$ cat config.mk
export PLATFORM = sky130hd
export DESIGN_NAME = hazard_stall_ctrl
export DESIGN_NICKNAME = d
export VERILOG_FILES = /design/src/rtl/hazard_stall_ctrl.sv
export SDC_FILE = /design/constraint.sdc
export NUM_CORES = 1
export LEC_CHECK = 0
export BUFFER_PORTS_ARGS = -buffer_cell sky130_fd_sc_hd__buf_2
export CORE_ASPECT_RATIO = 0.6
export CORE_UTILIZATION = 50
export DETAILED_ROUTE_END_ITERATION = 16
export GPL_ROUTABILITY_DRIVEN = 0
export PLACE_DENSITY = 0.87
export SLEW_MARGIN = 20
export SYNTH_ARGS = -nofsm -noshare
export SYNTH_HDL_FRONTEND = slang
export SYNTH_SLANG_ARGS = --single-unit
$ cat constraint.sdc
create_clock -name CLK -period 2.3 [get_ports CLK]
set_input_delay 0.46 -clock CLK [delete_from_list [all_inputs] [get_ports CLK]]
set_output_delay 0.46 -clock CLK [all_outputs]
set_load 0.1 [all_outputs]
$ cat src/rtl/hazard_stall_ctrl.sv
// Pipeline sequencer for the 5-stage datapath: stage write enables, bubble strobes,
// outstanding data-access / halt tracking and a saturating stall-cycle counter.
module hazard_stall_ctrl #(
  parameter int CNT_W = 32
) (
  input  logic             CLK,
  input  logic             RST,
  input  logic             ihit,
  input  logic             dhit,
  input  logic             mem_dREN,
  input  logic             mem_dWEN,
  input  logic             mem_halt,
  input  logic             ex_memread,
  input  logic [4:0]       ex_wsel,
  input  logic [4:0]       id_rs,
  input  logic [4:0]       id_rt,
  input  logic             ex_taken,
  output logic             pcWEN,
  output logic             if_W,
  output logic             id_W,
  output logic             ex_W,
  output logic             mem_W,
  output logic             if_flush,
  output logic             id_flush,
  output logic             halt,
  output logic [CNT_W-1:0] stall_cnt
);

  typedef enum logic [1:0] {
    RUN   = 2'd0,
    DWAIT = 2'd1,
    HALT  = 2'd2
  } state_t;

  state_t state;

  logic dreq;
  logic dfreeze;
  logic ifreeze;
  logic freeze;
  logic loaduse;

  function automatic logic [CNT_W-1:0] sat_inc(input logic [CNT_W-1:0] v);
    if (&v) return v;
    return v + CNT_W'(1);
  endfunction

  assign dreq    = mem_dREN | mem_dWEN;
  assign dfreeze = dreq & ~dhit;
  // A pending data access masks the fetch status entirely.
  assign ifreeze = ~dreq & ~ihit;
  assign freeze  = dfreeze | ifreeze;
  assign loaduse = ex_memread && (ex_wsel != 5'd0) &&
                   ((ex_wsel == id_rs) || (ex_wsel == id_rt));

  always_comb begin
    pcWEN    = 1'b0;
    if_W     = 1'b0;
    id_W     = 1'b0;
    ex_W     = 1'b0;
    mem_W    = 1'b0;
    if_flush = 1'b0;
    id_flush = 1'b0;
    halt     = 1'b0;
    if (RST) begin
      halt = 1'b0;
    end else if (state == HALT) begin
      halt = 1'b1;
    end else if (dfreeze) begin
      pcWEN = 1'b0;
    end else if (dreq) begin
      // Data access completes: retire it, re-issue the fetch via an IF/ID bubble.
      id_W     = 1'b1;
      ex_W     = 1'b1;
      mem_W    = 1'b1;
      if_flush = 1'b1;
    end else if (ifreeze) begin
      pcWEN = 1'b0;
    end else if (ex_taken) begin
      pcWEN    = 1'b1;
      if_W     = 1'b1;
      id_W     = 1'b1;
      ex_W     = 1'b1;
      mem_W    = 1'b1;
      if_flush = 1'b1;
      id_flush = 1'b1;
    end else if (loaduse) begin
      id_W     = 1'b1;
      ex_W     = 1'b1;
      mem_W    = 1'b1;
      id_flush = 1'b1;
    end else begin
      pcWEN = 1'b1;
      if_W  = 1'b1;
      id_W  = 1'b1;
      ex_W  = 1'b1;
      mem_W = 1'b1;
    end
  end

  always_ff @(posedge CLK) begin
    if (RST) begin
      state     <= RUN;
      stall_cnt <= '0;
    end else begin
      case (state)
        RUN: begin
          if (dfreeze)
            state <= DWAIT;
          else if (mem_halt && !freeze)
            state <= HALT;
        end
        DWAIT: begin
          if (dhit)
            state <= RUN;
        end
        HALT:    state <= HALT;
        default: state <= RUN;
      endcase
      if (state != HALT && !pcWEN)
        stall_cnt <= sat_inc(stall_cnt);
    end
  end

endmodule

* After elaboration in Yosys (flattened, before gate mapping)
Cells that the tools add are included.
Word-level totals: flip-flop bits (word level) 34, input port bits 24, output and inout port bits 40, word-level logic and storage cells 65
Cells by class: add/sub/neg operators 1, equal/unequal tests 8, mux-type cells 35, bitwise logic cells 7, reductions and logical operators 12
Operators by type and width (count):
- $add 32x1->32 const B | 1
- $mux 32 | 1
- $reduce_and 32->1 | 1
- $mux 1 | 30
- $eq 5x5->1 | 2
- $mux 2 | 3
- $ne 2x2->1 const B | 3
- $pmux 2 s3 | 1
- $reduce_bool 5->1 | 1
- $logic_and 1x1->1 | 4
- $reduce_and 2->1 | 2
- $ne 3x3->1 const B | 1
- $not 1->1 | 3
- $and 1x1->1 | 2
- $eq 2x1->1 const B | 1
- $eq 2x2->1 const B | 1
- $logic_not 1->1 | 2
- $logic_not 2->1 | 1
- $or 1x1->1 | 2
- $logic_or 1x1->1 | 1

* Depth between registers and ports, before layout
depth after elaboration 16, mapped depth 8, depth with buffers taken out 7

* Worst setup path after synthesis
OpenSTA, ideal clock, no wires.
kind input port to output port, from in RST, to out if_flush, arrival 4.321 ns, required time 1.840 ns, path slack -2.481 ns, stages on the path 4, buffers on the path 2, cell sequence clkbuf_1 clkbuf_1 a211oi_1 o31a_1
On the way: word-level cells in the longest chain between the ends 1
Ends and longest elaborated chain:
- start: declaration | RTL line 7 | input logic RST,
- $mux 1 | RTL line 65 | if (RST) begin
- end: declaration | RTL line 23 | output logic if_flush,
Every way passes these cells.

* Worst setup path after layout
from in ex_wsel[1], to out if_W
On the way: word-level cells in the longest chain between the ends 10, elaborated cells between the ends (all ways) 13, classes of those cells eq/ne (2); mux (7); reduce/logical (4)
Ends and longest elaborated chain:
- start: declaration | RTL line 14 | input logic [4:0] ex_wsel,
- $eq 5x5->1 / $reduce_bool 5->1 (equally long branches) | RTL line 54, 53
- $logic_or 1x1->1 / $logic_and 1x1->1 (equally long branches) | RTL line 54, 53
- $logic_and 1x1->1 (*) | RTL line 53 | assign loaduse = ex_memread && (ex_wsel != 5'd0) &&
- $mux 1 (*) | RTL line 87 | end else if (loaduse) begin
- $mux 1 (*) | RTL line 79 | end else if (ex_taken) begin
- $mux 1 (*) | RTL line 77 | end else if (ifreeze) begin
- $mux 1 (*) | RTL line 71 | end else if (dreq) begin
- $mux 1 (*) | RTL line 69 | end else if (dfreeze) begin
- $mux 1 (*) | RTL line 67 | end else if (state == HALT) begin
- $mux 1 (*) | RTL line 65
- end: declaration | RTL line 19 | output logic if_W,
Mark *: on every way between the ends. The rest lies on a longest branch, timed or not.

==> results.yml <==
global_route:
  antenna_found_initial: 1
  grtUsageTotal: 0.262
  grt_max_degree: 38
  grt_pass1_vias: 1867
  grt_pass1_wl_um: 8740
  overflow: 0
power:
  p_per_area_mw_per_mm2: 491
  power.total_mw: 1.30
  p_comb_frac: 0.209
  power.net_switching_mw: 0.404
  irDropWorstVdd_v: 0.000368
  pwr-share-clk: 0.327
  power.leakage_nw: 1.06
  swShare: 0.311
  p_seq_frac: 0.463
  intPower_mw: 0.893
floorplanning:
  die_area_mm2: 0.00420
  row_count: 17
  coreArea_mm2: 0.00372
  ios: 64
  dieWidth_um: 83.0
  die_height_um: 50.6
  initial_core_util: 0.529
sta:
  setup_viol: 0
  fin_tns_setup_ns: 0
  finalCriticalPeriod_ns: 2.24
  final_hold_viol_count: 0
  fin_crit_sh: 0.975
  maxSlewViolCount: 0
  finClkSkew_ns: 0.00752
  rsz0062_at_grt: "no"
  tightest_slew_ns: 0.554
  maxSlewHeadroom: 0.628
  max_freq_ghz: 0.446
routing:
  wl_per_cell_um: 14.8
  drt-initial-drc-count: 140
  vias: 2150
  via_per_inst: 5.99
  routed_wl_um: 5320
  ant_nets: 0
  dr.pass1.iters: 5
  post-route-drc-count: 0
setup_path:
  rrSetupSlack_ns: 0.15
  slowest_delay_ns: 0.55
  cp_top_family: "simple AND/OR/NAND/NOR gates"
  r2r_cells: 8
  regToRegEndpoint: "stall_cnt[18]"
  path_buf_inv: 3
  crit_fanout: 3
  r2r_start: "stall_cnt[0]"
  criticalPathCategory: "in -> out"
  path_cells: "buf_2 -> or4_1 -> o21ai_2 -> buf_4 -> o31a_4 -> buf_12"
  cp_slowest_cell: "or4_1"
  start_kind: "input pin"
  cp.required_ns: 1.84
  critPathArrivalTime_ns: 1.78
  end_kind: "output port"
clocking:
  root_buffer: "clkbuf_8"
  numCtsBuffers: 5
  clk_path_buf_depth: 2
  h-tree-depth: 2
  path_clk_slew_ns: 0.07
  cts_tree: "yes"
  worstSkewPairLatency_ns: 0.29
  cts_sinks: 34
  post_cts_buffers: 0
synth:
  netlist_instances: 243
  syn_area_mm2: 0.00197
  synthesis.nets: 268
  avgSynthCellArea_um2: 8.10
  ys_ff_latch: 34
  yosysSeqAreaShare: 0.346
  synth_edf_count: 0
  yosysWarningCount: 0
  async_flop_share: 0
  synthFlopType: "dfxtp_1"
  synthDistinctLibCells: 36
final_layout:
  fin_area_mm2: 0.00264
  multi_input_area_mm2: 0.00124
  layout.cells.non_filler: 359
  layout_commonest_cell: "buf_2"
  nets: 335
  area_growth_pct: 34.3
  drive_above_1_share: 0.412
  fin_util: 0.710
  layout_common_cells: "buf_2 (56), a21oi_1 (26), dfxtp_2 (21), o21ai_0 (19), buf_4 (16)"
  fill_cells: 297
  seqCellArea_um2: 737
flow_run:
  max_cap_violations: 0
placement:
  dp_hpwl_um: 3920
  placed_cells: 350
  dpl_cell_area_mm2: 0.00255
  io_buffers: 63
min_path:
  holdPathStages: 2
  min-delay-start: "dhit"
  holdPathEnd: "state[0]"
  hold_path_class: "in -> reg"
status:
  outcome: "finished clean"
[synth_stat cells (2+ instances only)]
| cell | number | area share |
|---|---|---|
| and4_1 | 3 | 0.013 |
| o31ai_1 | 10 | 0.038 |
| mux2_2 | 5 | 0.029 |
| buf_6 | 2 | 0.011 |
| o31a_1 | 2 | 0.0089 |
| xor2_1 | 10 | 0.044 |
| and2_1 | 2 | 0.0064 |
| a21oi_1 | 26 | 0.066 |
| nor3_1 | 5 | 0.013 |
| nor4_2 | 2 | 0.013 |
| clkbuf_1 | 12 | 0.023 |
| and3_1 | 5 | 0.016 |
| or3_1 | 15 | 0.048 |
| or4_1 | 12 | 0.046 |
| nor2_1 | 14 | 0.027 |
| nor4_1 | 2 | 0.0064 |
| dfxtp_1 | 34 | 0.35 |
| nand4_1 | 13 | 0.041 |
| nand3_1 | 11 | 0.028 |
| o21ai_0 | 19 | 0.048 |
| nor2b_1 | 8 | 0.025 |
| nor3b_1 | 3 | 0.011 |
| nand2_1 | 12 | 0.023 |
| buf_4 | 3 | 0.011 |
| nand4b_1 | 2 | 0.0089 |
[sequential cells by signal (all words and copies together), names as in the netlist]
name and count:
stall_cnt 32, state 2
[per-stage QoR]
stage                     setup slack [ns]  hold WS, ns
after floorplan                     -0.283        0.438
after global placement             -0.0826        0.461
after detailed placement            -0.181        0.478
after CTS                           0.0126        0.352
after global routing                0.0225        0.356
final                               0.0564        0.355
[power groups by stage]
stage	sequential, mW	clock (mW)	combinational (mW)
5_1_grt	0.603	0.453	0.287
2_1_floorplan	0.657	0	0.151
3_5_place_dp	0.615	0	0.268
6_report	0.601	0.425	0.271
3_3_place_gp	0.613	0	0.263
4_1_cts	0.601	0.426	0.271
[worst max path at each step]
stage / end / slack [ns] / depth (start not counted) / start
2_1_floorplan: if_flush / -0.28 / 4 / RST
3_5_place_dp: stall_cnt[6] / -0.18 / 7 / ex_wsel[0]
6_report: if_W / 0.06 / 6 / ex_wsel[1]
4_1_cts: id_flush / 0.01 / 6 / ex_wsel[1]
3_3_place_gp: stall_cnt[6] / -0.08 / 7 / ex_wsel[3]
5_1_grt: stall_cnt[31] / 0.02 / 5 / stall_cnt[5]
[cell type report]
| class | count | area share |
|---|---|---|
| diodes | 1 | 0.000947 |
| well taps | 47 | 0.0222 |
| repair buffers | 78 | 0.197 |
| inverters | 1 | 0.00142 |
| flip-flops and latches | 34 | 0.279 |
| clock buffers | 8 | 0.0303 |
| multi-input cells | 190 | 0.469 |
[timing repair]
item | CTS | global route
hold buffers | 0 | 0
resized for setup | 1 | 3
setup endpoints to repair | 1 | 3
pin swaps | 0 | 0
[layer usage]
layer	track usage	up-vias	routed length [um]
met5	0	-	0
met1	0.360	1010	2490
met3	0.0724	9	408
met2	0.399	80	2340
met4	0.0805	0	76
li1	-	1051	-
[cell families (layout without fill, tap and decap cells)]
logic type	after synthesis	after routing	share of synthesized area
muxes	5	5	0.0286
xor gates and xnor gates	10	10	0.0445
adders and majority gates	1	1	0.00636
buffers and inverters	19	87	0.0502
DFF	34	34	0.346
other	0	1	0
and+or+nand+nor	111	111	0.334
AOI/OAI and AO/OA	63	63	0.191
Note: power is estimated with default switching activity, not from simulation.
